[src/rtl/word_serializer.sv]
// Parallel-in, serial-out word transmitter with valid/ready handshakes on both sides.
// Define WORD_SERIALIZER_PARITY_EN to append an even-parity bit after the data bits.
module word_serializer #(
    parameter int WIDTH     = 32,
    parameter bit LSB_FIRST = 1'b1
) (
    input  logic             clk,
    input  logic             rst_n,
    input  logic [WIDTH-1:0] data_in,
    input  logic             load,
    output logic             ready,
    output logic             ser_out,
    output logic             ser_valid,
    output logic             ser_first,
    input  logic             ser_ready,
    output logic             done
);

    // state   | meaning
    // S_IDLE  | waiting for a parallel word, ready=1
    // S_SHIFT | frame in flight, one bit per accepted serial cycle
`ifdef WORD_SERIALIZER_PARITY_EN
    localparam int FRAME_LEN = WIDTH + 1;
`else
    localparam int FRAME_LEN = WIDTH;
`endif
    localparam int SR_W  = FRAME_LEN;
    localparam int CNT_W = $clog2(WIDTH + 2);
    localparam logic [CNT_W-1:0] LAST_CNT = CNT_W'(FRAME_LEN - 1);

    typedef enum logic {
        S_IDLE  = 1'b0,
        S_SHIFT = 1'b1
    } state_t;

    state_t            state, state_nxt;
    logic [SR_W-1:0]   shreg;
    logic [SR_W-1:0]   load_word;
    logic [SR_W-1:0]   shift_word;
    logic [CNT_W-1:0]  cnt;
    logic              done_q;
    logic              accept;
    logic              hs;
    logic              last_hs;

    assign accept  = (state == S_IDLE) && load;
    assign hs      = (state == S_SHIFT) && ser_ready;
    assign last_hs = hs && (cnt == LAST_CNT);

    // Parity sits on the far end of the register so it always leaves after the data.
    always_comb begin
`ifdef WORD_SERIALIZER_PARITY_EN
        load_word = LSB_FIRST ? {^data_in, data_in} : {data_in, ^data_in};
`else
        load_word = data_in;
`endif
        shift_word = LSB_FIRST ? {1'b0, shreg[SR_W-1:1]} : {shreg[SR_W-2:0], 1'b0};
    end

    always_ff @(posedge clk or negedge rst_n) begin
        if (!rst_n) begin
            state <= S_IDLE;
        end else begin
            state <= state_nxt;
        end
    end

    always_comb begin
        state_nxt = state;
        case (state)
            S_IDLE:  if (accept)  state_nxt = S_SHIFT;
            S_SHIFT: if (last_hs) state_nxt = S_IDLE;
            default: state_nxt = S_IDLE;
        endcase
    end

    always_ff @(posedge clk or negedge rst_n) begin
        if (!rst_n) begin
            shreg  <= '0;
            cnt    <= '0;
            done_q <= 1'b0;
        end else begin
            done_q <= last_hs;
            if (accept) begin
                shreg <= load_word;
                cnt   <= '0;
            end else if (hs) begin
                shreg <= shift_word;
                cnt   <= cnt + 1'b1;
            end
        end
    end

    always_comb begin
        ready     = 1'b0;
        ser_valid = 1'b0;
        ser_out   = 1'b0;
        ser_first = 1'b0;
        case (state)
            S_IDLE: ready = 1'b1;
            S_SHIFT: begin
                ser_valid = 1'b1;
                ser_out   = LSB_FIRST ? shreg[0] : shreg[SR_W-1];
                ser_first = (cnt == '0);
            end
            default: ready = 1'b1;
        endcase
    end

    assign done = done_q;

endmodule

[config.mk]
export PLATFORM = sky130hd
export DESIGN_NAME = word_serializer
export DESIGN_NICKNAME = d
export VERILOG_FILES = /design/src/rtl/word_serializer.sv
export SDC_FILE = /design/constraint.sdc
export NUM_CORES = 1
export LEC_CHECK = 0
export BUFFER_PORTS_ARGS = -buffer_cell sky130_fd_sc_hd__buf_2
export CORE_UTILIZATION = 55
export CTS_BUF_LIST = sky130_fd_sc_hd__clkbuf_8
export DETAILED_ROUTE_END_ITERATION = 8
export HOLD_SLACK_MARGIN = 0.03
export PLACE_DENSITY_LB_ADDON = 0.3
export SLEW_MARGIN = 30
export SYNTH_ARGS = -nofsm -noshare
export SYNTH_HDL_FRONTEND = slang
export SYNTH_SLANG_ARGS = --single-unit
[constraint.sdc]
create_clock -name clk -period 1.58 [get_ports clk]
set_input_delay 0.158 -clock clk [delete_from_list [all_inputs] [get_ports clk]]
set_output_delay 0.158 -clock clk [all_outputs]
set_load 0.005 [all_outputs]
## After elaboration in Yosys (flattened, before gate mapping)

Index checks and enable logic that the tools add are counted.

- Flip-flop bits (word level): 40
- Input bits: 36
- Output and inout port bits: 5

- $add $sub $neg: 1
- Equality and inequality tests: 1
- Multiplexer cells: 11
- Bitwise logic cells: 1
- Reductions and logical operators: 5

Operators with widths:

| kind | count |
|---|---|
| two-way mux 32 bit | 2 |
| two-way mux 6 bit | 2 |
| adder 6 x 1 -> 6 bit, second input constant | 1 |
| == test 6 x 5 -> 1 bit, second input constant | 1 |
| zero test 6 bit | 1 |
| two-way mux 1 bit | 6 |
| logical AND 1 bit | 3 |
| one-hot mux 1 bit (2 select lines) | 1 |
| nonzero test 2 bit | 1 |
| NOT 1 bit | 1 |

## Depth between registers and ports, before layout

Gate-level depths: netlist (run 1).

- Depth after elaboration: 4
- Depth in mapped cells: 6
- Gate-level depth less buffers: 4

## Least setup slack after synthesis (run 1)

No wires, ideal clock.

- Path type: register -> output
- Start point: reg state
- End point: out ser_first
- Arrival time: 1.158 ns
- Required time: 1.422 ns
- Path slack: 0.264 ns
- Stages on the path, launching flop included: 5
- Cell sequence: dfrtp_1 > buf_6 > inv_2 > or4b_4 > nor3_2

- Cells in the longest elaborated chain, start to end: 1

RTL lines:

| item | line | source |
|---|---|---|
| from (decl) | 36 | `state_t state, state_nxt;` |
| from (signal assigned) | 64 | `state <= state_nxt;` |
| two-way mux 1 bit | 99 | `case (state)` |
| to (decl) | 14 | `output logic ser_first,` |

Every way passes these cells.

## Worst setup path in the final report (run 1)

- Start point: reg cnt[1]
- End point: out ser_first

- Cells in the longest elaborated chain, start to end: 2

RTL lines:

| item | line | source |
|---|---|---|
| from (decl) | 40 | `logic [CNT_W-1:0] cnt;` |
| from (signal assigned) | 89 | `cnt <= cnt + 1'b1;` |
| zero test 6 bit | 104 | `ser_first = (cnt == '0);` |
| two-way mux 1 bit | 99 |  |

Every way passes these cells.

==> impl_metrics.sql, run 1 <==
INSERT INTO impl_metrics (metric_group, metric, value, unit) VALUES
('placement', 'dpl.hpwl', '2.498', 'mm'),
('power', 'power_frac_comb', '22.9', '%'),
('worst_setup_path', 'critical_path_required', '1420', 'ps'),
('worst_setup_path', 'critical_path.max_fanout', '2', ''),
('power', 'power.share.clock', '23.3', '%'),
('timing', 'drv_slew', '0', ''),
('finish', 'layout.filler_cells', '239', ''),
('worst_setup_path', 'start_kind', 'register', ''),
('grt', 'first_global_vias', '1475', ''),
('power', 'seq_power_share', '53.9', '%'),
('worst_setup_path', 'slowest_stage', 'sky130_fd_sc_hd__or4b_4', ''),
('clock_tree', 'clock_slew_at_reported_path_ffs', '70', 'ps'),
('grt', 'overflow', '0', ''),
('grt', 'grt_first_pass_wirelength', '6.168', 'mm'),
('worst_hold_path', 'hold_path.class', 'in -> reg', ''),
('synth', 'syn_avg_cell_area', '10.56', 'um^2'),
('status', 'violated_checks', 'negative setup slack', ''),
('power', 'p_switching', '0.8336', 'mW'),
('worst_setup_path', 'path_cells', 'inv_1 > ha_1 > or4b_4 > nor3_2 > buf_2', ''),
('power', 'switching_share', '29.43', '%'),
('worst_setup_path', 'critPathBufInv', '2', ''),
('floorplanning', 'die_area', '3614', 'um^2'),
('finish', 'stdcell_count', '268', ''),
('route', 'post_drt_via_cell_ratio', '5.325', ''),
('floorplanning', 'design.portCount', '41', ''),
('grt', 'groute.usage.overall', '23.92', '%'),
('synth', 'synth.yosys.seq_area_share', '53.87', '%'),
('finish', 'synthToLayoutAreaGrowth', '20.61', '%'),
('worst_setup_path', 'cp_top_family', 'simple AND/OR/NAND/NOR gates', ''),
('route', 'drc_errors', '0', ''),
('power', 'worst_ir_drop_vdd', '786.7', 'uV'),
('worst_setup_path', 'timing_worst_setup_path_type', 'reg -> out', ''),
('clock_tree', 'tritoncts', 'built', ''),
('power', 'power_density', '1264', 'nW/um^2'),
('timing', 'fmax', '0.5809', 'GHz'),
('route', 'routed_wire_length_per_instance', '13.18', 'um'),
('floorplanning', 'core-area', '3128', 'um^2'),
('route', 'drt_iter0_drc', '69', ''),
('timing', 'setup_viol', '1', ''),
('worst_setup_path', 'worst-endpoint-arrival', '1560', 'ps'),
('timing', 'fin_worst_skew', '5.625', 'ps'),
('floorplanning', 'chipHeight', '60.12', 'um'),
('finish', 'drive_above_1_share', '26.79', '%'),
('status', 'status', 'finished, violations left', ''),
('finish', 'antenna_cells_inserted', '0', ''),
('timing', 'tightest_slew', '624.3', 'ps'),
('synth', 'netlist_area', '1858', 'um^2'),
('finish', 'layout.nets', '261', ''),
('clock_tree', 'clkLatencyLatePin', '280', 'ps'),
('synth', 'ys.warnings.count', '0', ''),
('run', 'cap_violations', '0', ''),
('synth', 'ys_ff_latch', '40', ''),
('worst_setup_path', 'critical_path.max_stage_delay', '460', 'ps'),
('clock_tree', 'max-clock-path-buffers', '2', ''),
('timing', 'timing.setup.tns', '-141.6', 'ps'),
('worst_setup_path', 'end_kind', 'output pin', ''),
('clock_tree', 'ctsHtreeMaxLevel', '2', ''),
('grt', 'largest_net_degree_at_the_start_of_global_routing', '59', ''),
('placement', 'placement.io_buffers', '40', ''),
('route', 'ant_nets', '0', ''),
('route', 'total_via_count_after_detailed_routing', '1427', ''),
('timing', 'finalWorstSetupSlack', '-141.6', 'ps'),
('floorplanning', 'floorplan.initialDensity', '59.40', '%'),
('grt', 'antenna_found_initial', '0', ''),
('power', 'power.internal', '1.999', 'mW'),
('route', 'detail_route.first_pass.iterations', '4', ''),
('timing', 'timing.max_slew.rel_slack', '58.38', '%'),
('clock_tree', 'cts_root_buffer', 'sky130_fd_sc_hd__clkbuf_8', ''),
('clock_tree', 'cts-buffers-inserted', '5', ''),
('timing', 'post-route-period-util', '109.0', '%'),
('clock_tree', 'clkSinkCount', '40', ''),
('placement', 'place.gp.congestion', '0.7603', ''),
('power', 'power.leakage', '1.124', 'nW'),
('route', 'routed_wl', '3.532', 'mm'),
('timing', 'time_the_worst_path_needs_with_i_o_delays_and_setup', '1722', 'ps'),
('synth', 'syn-instance-count', '176', ''),
('timing', 'finalHoldViolCount', '0', ''),
('floorplanning', 'die_x', '60.12', 'um'),
('placement', 'post-place-cells', '257', ''),
('synth', 'synth_nets', '214', ''),
('timing', 'rsz0062_at_grt', 'true', ''),
('floorplanning', 'floorplan.rows', '20', ''),
('synth', 'netlist-cell-type-count', '29', '');
## repair_timing
item / in CTS / in global routing
setup endpoints to repair: 1 / 1
setup buffers: 2 / 0
gates resized for setup: 0 / 0
hold buffers: 1 / 0
endpoints found under the hold margin: 28 / 0
cloned: 0 / 0
## routing by layer
metal / vias up / GRT usage (%) / part of all wire (%)
met5: - / 0 / 0
met4: 0 / 12.62 / 2.0
met3: 9 / 6.061 / 4.4
met2: 46 / 39.87 / 49
met1: 666 / 28.17 / 45
li1: 706 / - / -
## registers in the layout, summed over array words and instances, names as in the netlist
name   cells
cnt        6
shreg     32
done       1
state      1
## power by group through the flow
stage	clock [mW]	sequential [mW]	combinational, mW
4_1_cts	0.683	1.52	0.653
3_5_place_dp	0	1.55	0.614
5_1_grt	0.719	1.56	0.743
3_3_place_gp	0	1.52	0.570
2_1_floorplan	0	1.48	0.437
6_report	0.660	1.53	0.647
## layout by cell type, fill, tap and decap left out, types with 4 or more instances in the layout
master                     synthesis  layout
sky130_fd_sc_hd__buf_2             2      40
sky130_fd_sc_hd__buf_4             2       7
sky130_fd_sc_hd__clkbuf_8          0       6
sky130_fd_sc_hd__dfrtp_1          40      40
sky130_fd_sc_hd__inv_1             4       6
sky130_fd_sc_hd__mux2i_1          27      27
sky130_fd_sc_hd__nand2_1          36      36
sky130_fd_sc_hd__o211ai_1          4       4
sky130_fd_sc_hd__o21ai_0          26      26
## path summary, 6_finish.rpt
check	depth (start not counted)	end	slack, ps	start
max	5	ser_first	-140	cnt[1]$_DFFE_PN0P_
min	3	shreg[24]$_DFFE_PN0P_	80	data_in[24]
max reg2reg	5	shreg[9]$_DFFE_PN0P_	280	state$_DFF_PN0_
min reg2reg	2	shreg[0]$_DFFE_PN0P_	490	shreg[0]$_DFFE_PN0P_
max in group asynchronous	3	shreg[1]$_DFFE_PN0P_	620	rst_n
min in group asynchronous	2	shreg[17]$_DFFE_PN0P_	430	rst_n
## cells in the mapped netlist (all sizes together)
cell    instances  share of area, %
buf             7               3.2
xnor2           1              0.47
a21oi           1              0.27
o31ai           3               1.2
or4b            1              0.74
nor3            2              0.81
mux2i          27                15
nand2          37               7.6
nand3           2              0.54
and2            2              0.67
clkbuf          3              0.61
nand2b          1              0.34
o211ai          4               1.6
nor2b           1              0.47
o22ai           1              0.34
a22oi           3               1.2
nand4           1              0.34
dfrtp          40                54
ha              2               1.3
nor2            3              0.61
inv             5               1.0
o21ai          27               7.3
a22o            2              0.94
## logic make-up (layout without fill, tap and decap cells)
family / after synthesis / count (layout) / share of synthesized area, %
buffers and inverters: 15 / 63 / 4.780
multiplexers: 27 / 27 / 14.55
XOR/XNOR: 1 / 1 / 0.4715
AND/OR/NAND/NOR: 50 / 50 / 12.12
adder cells (fa/ha/maj): 2 / 2 / 1.347
AO/OA/AOI/OAI: 41 / 41 / 12.86
flip-flops: 40 / 40 / 53.87
## tightest hold or removal path, cell delays in order
cell	delay, ps
sky130_fd_sc_hd__buf_2	70
sky130_fd_sc_hd__nand2_1	40
sky130_fd_sc_hd__o21ai_0	60
## metrics by stage
| step | area, um^2 | utilization, % | hold slack [ps] | power, mW | setup WS, ps |
|---|---|---|---|---|---|
| 3_5_place_dp | 2126 | 67.96 | 216.6 | 2.165 | 115.7 |
| 2_1_floorplan | 1858 | - | -137.6 | 1.922 | 264.3 |
| 3_3_place_gp | 2126 | 67.96 | 205.3 | 2.089 | 153.7 |
| 6_report | 2241 | 71.64 | 76.51 | 2.833 | -141.6 |
| 5_1_grt | 2241 | 71.64 | 88.39 | 3.021 | -213.1 |
| 4_1_cts | 2241 | 71.64 | 74.04 | 2.857 | -139.9 |
## cell type report
cell class / instances / area (um^2) / area share [%]
Clock buffer: 6 / 82.58 / 3.685
Inverter: 5 / 18.77 / 0.8375
Clock inverter: 2 / 7.507 / 0.3350
Sequential cell: 40 / 1001 / 44.67
Timing Repair Buffer: 50 / 302.8 / 13.51
Tap cell: 44 / 55.05 / 2.457
Multi-Input combinational cell: 121 / 773.2 / 34.51
Note: power is estimated with default switching activity, not from simulation.
==> run 2: changes to the inputs <==
==> constraint.sdc (replaced) <==
create_clock -name clk -period 1.58 [get_ports clk]
set_input_delay 0.158 -clock clk [delete_from_list [all_inputs] [get_ports clk]]
set_output_delay 0.158 -clock clk [all_outputs]
set_load 0.1 [all_outputs]
==> impl_metrics.sql, run 2 (synthesis gave the netlist of run 1 again) <==
INSERT INTO impl_metrics (metric_group, metric, value, unit) VALUES
('status', 'status', 'finished, violations left', ''),
('status', 'violated_checks', 'negative setup slack', ''),
('timing', 'fmax', '0.5271', 'GHz'),
('finish', 'antenna_cells_inserted', '0', ''),
('route', 'post_drt_via_cell_ratio', '5.257', ''),
('timing', 'finalWorstSetupSlack', '-317.0', 'ps'),
('power', 'worst_ir_drop_vdd', '785.1', 'uV'),
('timing', 'timing.setup.tns', '-317.0', 'ps'),
('floorplanning', 'chipHeight', '60.12', 'um'),
('clock_tree', 'post-cts-setup-buffers', '0', ''),
('grt', 'grt_first_pass_wirelength', '6.016', 'mm'),
('finish', 'largest_register_ffs', '32', ''),
('power', 'power_density', '1335', 'nW/um^2'),
('worst_setup_path', 'timing_worst_setup_path_type', 'reg -> out', ''),
('worst_setup_path', 'worst-endpoint-arrival', '1740', 'ps'),
('floorplanning', 'floorplan.rows', '20', ''),
('floorplanning', 'die_area', '3614', 'um^2'),
('finish', 'regMostFlops', 'shreg', ''),
('finish', 'multi_input_area', '780.7', 'um^2'),
('route', 'routed_wl', '3.509', 'mm'),
('route', 'ant_nets', '0', ''),
('clock_tree', 'cts_root_buffer', 'sky130_fd_sc_hd__clkbuf_8', ''),
('clock_tree', 'clock_slew_at_reported_path_ffs', '80', 'ps'),
('placement', 'place.gp.congestion', '0.7837', ''),
('power', 'power.leakage', '1.154', 'nW'),
('placement', 'placement.cell_area', '2233', 'um^2'),
('worst_hold_path', 'min-delay-start', 'data_in[22]', ''),
('worst_setup_path', 'critical_path.max_fanout', '2', ''),
('finish', 'synthToLayoutAreaGrowth', '25.93', '%'),
('placement', 'dpl_worst_slack', '-61.08', 'ps'),
('finish', 'layout.filler_cells', '222', ''),
('grt', 'overflow', '0', ''),
('clock_tree', 'clkLatencyLatePin', '300', 'ps'),
('finish', 'final_design_area_no_fill', '2340', 'um^2'),
('placement', 'dpl.hpwl', '2.516', 'mm'),
('finish', 'layout.nets', '262', ''),
('route', 'drt_iter0_drc', '83', ''),
('floorplanning', 'core-area', '3128', 'um^2'),
('route', 'total_via_count_after_detailed_routing', '1414', ''),
('route', 'drc_errors', '0', ''),
('clock_tree', 'clkSinkCount', '40', ''),
('finish', 'regArea', '1005', 'um^2'),
('clock_tree', 'tritoncts', 'built', ''),
('timing', 'post-route-period-util', '120.1', '%'),
('timing', 'rsz0062_at_grt', 'true', ''),
('placement', 'placement.io_buffers', '40', ''),
('grt', 'groute.usage.overall', '23.45', '%'),
('timing', 'setup_viol', '1', ''),
('timing', 'timing.max_slew.rel_slack', '67.87', '%'),
('timing', 'finalHoldViolCount', '0', ''),
('worst_setup_path', 'end_kind', 'output pin', ''),
('floorplanning', 'floorplan.initialDensity', '59.40', '%'),
('worst_setup_path', 'critical_path_required', '1420', 'ps'),
('timing', 'fin_worst_skew', '7.038', 'ps'),
('power', 'power.total', '3.124', 'mW'),
('floorplanning', 'design.portCount', '41', ''),
('grt', 'antenna_found_initial', '0', ''),
('clock_tree', 'ctsHtreeMaxLevel', '2', ''),
('timing', 'time_the_worst_path_needs_with_i_o_delays_and_setup', '1897', 'ps'),
('worst_hold_path', 'hold_path.class', 'in -> reg', ''),
('route', 'routed_wire_length_per_instance', '13.04', 'um'),
('route', 'detail_route.first_pass.iterations', '4', ''),
('finish', 'biggestRegsByFlops', 'shreg (32), cnt (6)', ''),
('finish', 'layout_common_cells', 'sky130_fd_sc_hd__dfrtp_1, sky130_fd_sc_hd__buf_2, sky130_fd_sc_hd__nand2_1', ''),
('finish', 'drive_above_1_share', '28.89', '%'),
('worst_setup_path', 'start_kind', 'register', ''),
('clock_tree', 'cts-buffers-inserted', '5', ''),
('grt', 'largest_net_degree_at_the_start_of_global_routing', '41', ''),
('timing', 'tightest_slew', '485.2', 'ps'),
('finish', 'layout_commonest_cell', 'sky130_fd_sc_hd__dfrtp_1', ''),
('worst_setup_path', 'crit-reg2reg-launch', 'state$_DFF_PN0_', ''),
('grt', 'first_global_vias', '1419', ''),
('run', 'cap_violations', '0', ''),
('clock_tree', 'max-clock-path-buffers', '2', ''),
('timing', 'drv_slew', '0', ''),
('floorplanning', 'die_x', '60.12', 'um'),
('worst_setup_path', 'critical_path.startpoint', 'cnt[0]$_DFFE_PN0P_', '');
## run 2: cell types whose count changed in the layout (fill, tap and decap cells not counted), moves of 2 or more
cell / delta
sky130_fd_sc_hd__clkinv_2: +2
sky130_fd_sc_hd__buf_12: +4
sky130_fd_sc_hd__buf_2: -3
sky130_fd_sc_hd__inv_1: -2
## run 2: final cells by class
type                            instances  area share [%]
Clock inverter                          2          0.4278
Sequential cell                        40           42.94
Inverter                                5           1.497
Clock buffer                            6           3.529
Timing Repair Buffer                   51           15.88
Tap cell                               44           2.353
Multi-Input combinational cell        121           33.37
## run 2: routing by layer
metal  track usage (%)  routed length, um  vias to the layer above
li1                  -                  -                      706
met1             27.82               1555                      661
met2             39.72               1726                       39
met3             4.978                139                        8
met4             11.96                 87                        0
met5                 0                  0                        -
## run 2: worst paths after layout
path / endpoint / slack, ps / cells after the start
setup / recovery: ser_first / -320 / 5
hold / removal: shreg[22]$_DFFE_PN0P_ / 70 / 3
setup reg to reg: shreg[4]$_DFFE_PN0P_ / 150 / 5
hold reg to reg: shreg[0]$_DFFE_PN0P_ / 490 / 2
max in group asynchronous: shreg[27]$_DFFE_PN0P_ / 1010 / 3
min in group asynchronous: shreg[17]$_DFFE_PN0P_ / 350 / 3
## run 2: report_power, final
group | switching [mW] | leakage, nW | internal, mW
logic | 0.484 | 0.580 | 0.418
registers | 0.203 | 0.523 | 1.32
clock network | 0.346 | 0.0510 | 0.348
## run 2: worst max-delay path, stage by stage (launching register included)
cell and delay (ps):
sky130_fd_sc_hd__dfrtp_1 380, sky130_fd_sc_hd__inv_1 60, sky130_fd_sc_hd__ha_1 150, sky130_fd_sc_hd__or4b_4 480, sky130_fd_sc_hd__nor3_4 170, sky130_fd_sc_hd__buf_12 200
## run 2: through the flow
step / hold WS (ps) / util (%) / cells
3_3_place_gp: 139.2 / 71.40 / 260
4_1_cts: 52.96 / 74.68 / 269
5_1_grt: 69.41 / 74.80 / 269
3_5_place_dp: 143.7 / 71.40 / 260
6_report: 65.90 / 74.80 / 269
2_1_floorplan: -137.6 / - / 176
## run 2: timing repair
item                                   CTS  global route
gates cloned                             0             0
hold buffers                             1             0
gates resized for setup                  0             1
endpoints found under the hold margin   40             0
pin swaps                                1             0
setup endpoints to repair                1             2
==> run 3: changes to the inputs <==
- ABC_AREA: unset -> 1
- CORE_UTILIZATION: 55 -> 45
==> impl_metrics.sql, run 3 <==
INSERT INTO impl_metrics (metric_group, metric, value, unit) VALUES
('worst_setup_path', 'end_kind', 'output pin', ''),
('synth', 'synthArstFlopShare', '100.0', '%'),
('worst_hold_path', 'hold_path.class', 'in -> reg', ''),
('worst_setup_path', 'worst-endpoint-arrival', '1450', 'ps'),
('timing', 'post-route-period-util', '102.0', '%'),
('synth', 'synth.cells.most_frequent', 'sky130_fd_sc_hd__nand2_1, sky130_fd_sc_hd__dfrtp_1, sky130_fd_sc_hd__o21ai_0', ''),
('placement', 'dpl_worst_slack', '142.3', 'ps'),
('finish', 'regMostFlops', 'shreg', ''),
('timing', 'setup_viol', '1', ''),
('finish', 'drive_above_1_share', '22.07', '%'),
('route', 'detail_route.first_pass.iterations', '5', ''),
('worst_setup_path', 'critical_path.max_fanout', '2', ''),
('floorplanning', 'die_area', '4550', 'um^2'),
('worst_setup_path', 'worst_r2r_path_depth', '5', ''),
('timing', 'rsz0062_at_grt', 'true', ''),
('finish', 'biggestRegsByFlops', 'shreg (32), cnt (6)', ''),
('power', 'worst_ir_drop_vdd', '522.1', 'uV'),
('timing', 'time_the_worst_path_needs_with_i_o_delays_and_setup', '1611', 'ps'),
('finish', 'layout.nets', '336', ''),
('placement', 'dpl.hpwl', '2.690', 'mm'),
('finish', 'final_design_area_no_fill', '2321', 'um^2'),
('worst_setup_path', 'critical_path_required', '1420', 'ps'),
('grt', 'overflow', '0', ''),
('timing', 'drv_slew', '0', ''),
('clock_tree', 'ctsHtreeMaxLevel', '2', ''),
('floorplanning', 'core-area', '4058', 'um^2'),
('clock_tree', 'cts-buffers-inserted', '5', ''),
('synth', 'ys_ff_latch', '40', ''),
('grt', 'largest_net_degree_at_the_start_of_global_routing', '41', ''),
('worst_setup_path', 'slowest_stage', 'sky130_fd_sc_hd__dfrtp_1', ''),
('power', 'power.leakage', '1.350', 'nW'),
('synth', 'synth_enable_flop_cells', '0', ''),
('clock_tree', 'cts_root_buffer', 'sky130_fd_sc_hd__clkbuf_8', ''),
('route', 'post_drt_via_cell_ratio', '4.842', ''),
('placement', 'placement.io_buffers', '40', ''),
('synth', 'yosys.cell_count.top_type', 'sky130_fd_sc_hd__nand2_1', ''),
('grt', 'groute.usage.overall', '20.39', '%'),
('worst_hold_path', 'whs_path_depth', '3', ''),
('route', 'routed_wire_length_per_instance', '11.42', 'um'),
('floorplanning', 'design.portCount', '41', ''),
('status', 'violated_checks', 'negative setup slack', ''),
('route', 'ant_nets', '0', ''),
('synth', 'ys.warnings.count', '0', ''),
('clock_tree', 'clock_slew_at_reported_path_ffs', '80', 'ps'),
('timing', 'tightest_slew', '495.3', 'ps'),
('run', 'cap_violations', '0', ''),
('worst_setup_path', 'crit-reg2reg-launch', 'state$_DFF_PN0_', ''),
('timing', 'finalHoldViolCount', '0', ''),
('synth', 'syn_avg_cell_area', '7.621', 'um^2'),
('route', 'drt_iter0_drc', '97', ''),
('clock_tree', 'tritoncts', 'built', ''),
('synth', 'dominantRegCellSynth', 'sky130_fd_sc_hd__dfrtp_1', ''),
('placement', 'placement.cell_area', '2196', 'um^2'),
('worst_setup_path', 'critical_path.max_stage_delay', '400', 'ps'),
('floorplanning', 'chipHeight', '67.46', 'um'),
('synth', 'syn-instance-count', '253', ''),
('finish', 'synthToLayoutAreaGrowth', '20.38', '%'),
('worst_setup_path', 'path_cells', 'inv_2 > ha_1 > nand4_1 > nor3_4 > buf_12', ''),
('placement', 'place.gp.congestion', '0.8172', ''),
('finish', 'layout_common_cells', 'sky130_fd_sc_hd__nand2_1, sky130_fd_sc_hd__dfrtp_1, sky130_fd_sc_hd__buf_2', ''),
('power', 'power_density', '1376', 'nW/um^2'),
('floorplanning', 'floorplan.initialDensity', '47.52', '%'),
('worst_setup_path', 'timing.rr.end', 'shreg[4]$_DFFE_PN0P_', ''),
('synth', 'yosys_top_cell_area_share', '51.91', '%'),
('synth', 'netlist_area', '1928', 'um^2'),
('timing', 'fmax', '0.6208', 'GHz'),
('route', 'routed_wl', '3.984', 'mm'),
('timing', 'fin_worst_skew', '9.175', 'ps'),
('timing', 'timing.max_slew.rel_slack', '67.21', '%'),
('placement', 'post-place-cells', '337', ''),
('route', 'total_via_count_after_detailed_routing', '1690', ''),
('clock_tree', 'clkLatencyLatePin', '300', 'ps'),
('finish', 'regArea', '1005', 'um^2'),
('grt', 'antenna_found_initial', '0', ''),
('route', 'drc_errors', '0', ''),
('clock_tree', 'max-clock-path-buffers', '2', ''),
('status', 'status', 'finished, violations left', ''),
('power', 'power.total', '3.195', 'mW'),
('timing', 'finalWorstSetupSlack', '-30.91', 'ps'),
('floorplanning', 'die_x', '67.46', 'um'),
('finish', 'antenna_cells_inserted', '0', ''),
('synth', 'netlist-cell-type-count', '18', ''),
('worst_setup_path', 'critical_path.startpoint', 'cnt[0]$_DFFE_PN0P_', ''),
('finish', 'stdcell_count', '349', ''),
('worst_setup_path', 'timing_worst_setup_path_type', 'reg -> out', ''),
('worst_setup_path', 'cp-endpoint', 'ser_first', ''),
('grt', 'first_global_vias', '1542', ''),
('worst_setup_path', 'r2r_slack', '130', 'ps'),
('worst_setup_path', 'start_kind', 'register', ''),
('finish', 'layout.filler_cells', '401', ''),
('synth', 'synth.top_cells.by_area', 'sky130_fd_sc_hd__dfrtp_1, sky130_fd_sc_hd__nand2_1, sky130_fd_sc_hd__o21ai_0', ''),
('finish', 'layout_commonest_cell', 'sky130_fd_sc_hd__nand2_1', ''),
('synth', 'netlist.top_cell.by_area', 'sky130_fd_sc_hd__dfrtp_1', ''),
('grt', 'grt_first_pass_wirelength', '6.824', 'mm'),
('timing', 'timing.setup.tns', '-30.91', 'ps'),
('finish', 'multi_input_area', '797.0', 'um^2'),
('synth', 'synth_nets', '291', ''),
('floorplanning', 'floorplan.rows', '23', ''),
('finish', 'largest_register_ffs', '32', ''),
('synth', 'synth.yosys.seq_area_share', '51.91', '%'),
('clock_tree', 'clkSinkCount', '40', '');
## run 3: cell types whose count changed after synthesis, sizes merged, moves of 5 or more
cell	previous run	this run
inv	5	15
nor2	3	8
nand2	37	130
mux2i	27	0
o21ai	27	33
nand3	2	8
## run 3: metal layers
layer  part of all wire [%]  global-route usage (%)
met1                     49                   27.00
met2                     45                   32.13
met3                    4.6                   5.743
met4                    1.4                   6.383
met5                      0                       0
## run 3: logic make-up after synthesis
family / share of synthesized area (%)
fa+ha+maj: 1.298
buf+inv: 7.333
flops: 51.91
compound gates: 9.280
simple gates: 30.18
## run 3: stage by stage
stage / hold WS, ps / utilization (%)
final: 79.87 / 57.20
after global placement: 143.8 / 54.12
after global routing: 77.59 / 57.20
after floorplan: -137.6 / -
after detailed placement: 149.9 / 54.12
after CTS: 67.83 / 57.20
## run 3: where the power goes
group | internal, mW | switching, mW
clock | 0.348 | 0.355
sequential | 1.33 | 0.183
combinational | 0.369 | 0.610
## run 3: worst min-delay path by stage
stage	startpoint	end
finish	data_in[29]	shreg[29]$_DFFE_PN0P_
global route	data_in[19]	shreg[19]$_DFFE_PN0P_
CTS	data_in[29]	shreg[29]$_DFFE_PN0P_
detailed placement	rst_n	shreg[23]$_DFFE_PN0P_
global placement	rst_n	shreg[23]$_DFFE_PN0P_
floorplan	rst_n	cnt[0]$_DFFE_PN0P_
## run 3: cell type report
class,count,area share (%)
inverters,15,2.534
multi-input cells,186,34.34
repair buffers,50,13.15
well taps,50,2.695
flip-flops and latches,40,43.29
clock inverters,2,0.4313
clock buffers,6,3.558
## run 3: repair_timing
action                                  4_1_cts  5_1_grt
pin swaps                                     2        0
endpoints found under the setup margin        1        1
resized for setup                             1        0
hold buffers                                  1        0
setup buffers                                 3        0
endpoints found under the hold margin        40        0
gates cloned                                  0        0
## run 3: critical path, delay by kind of cell (launching register included)
family        cells  cell delay (ps)
fa+ha+maj         1              140
buf+inv           2              270
flops             1              400
simple gates      2              330
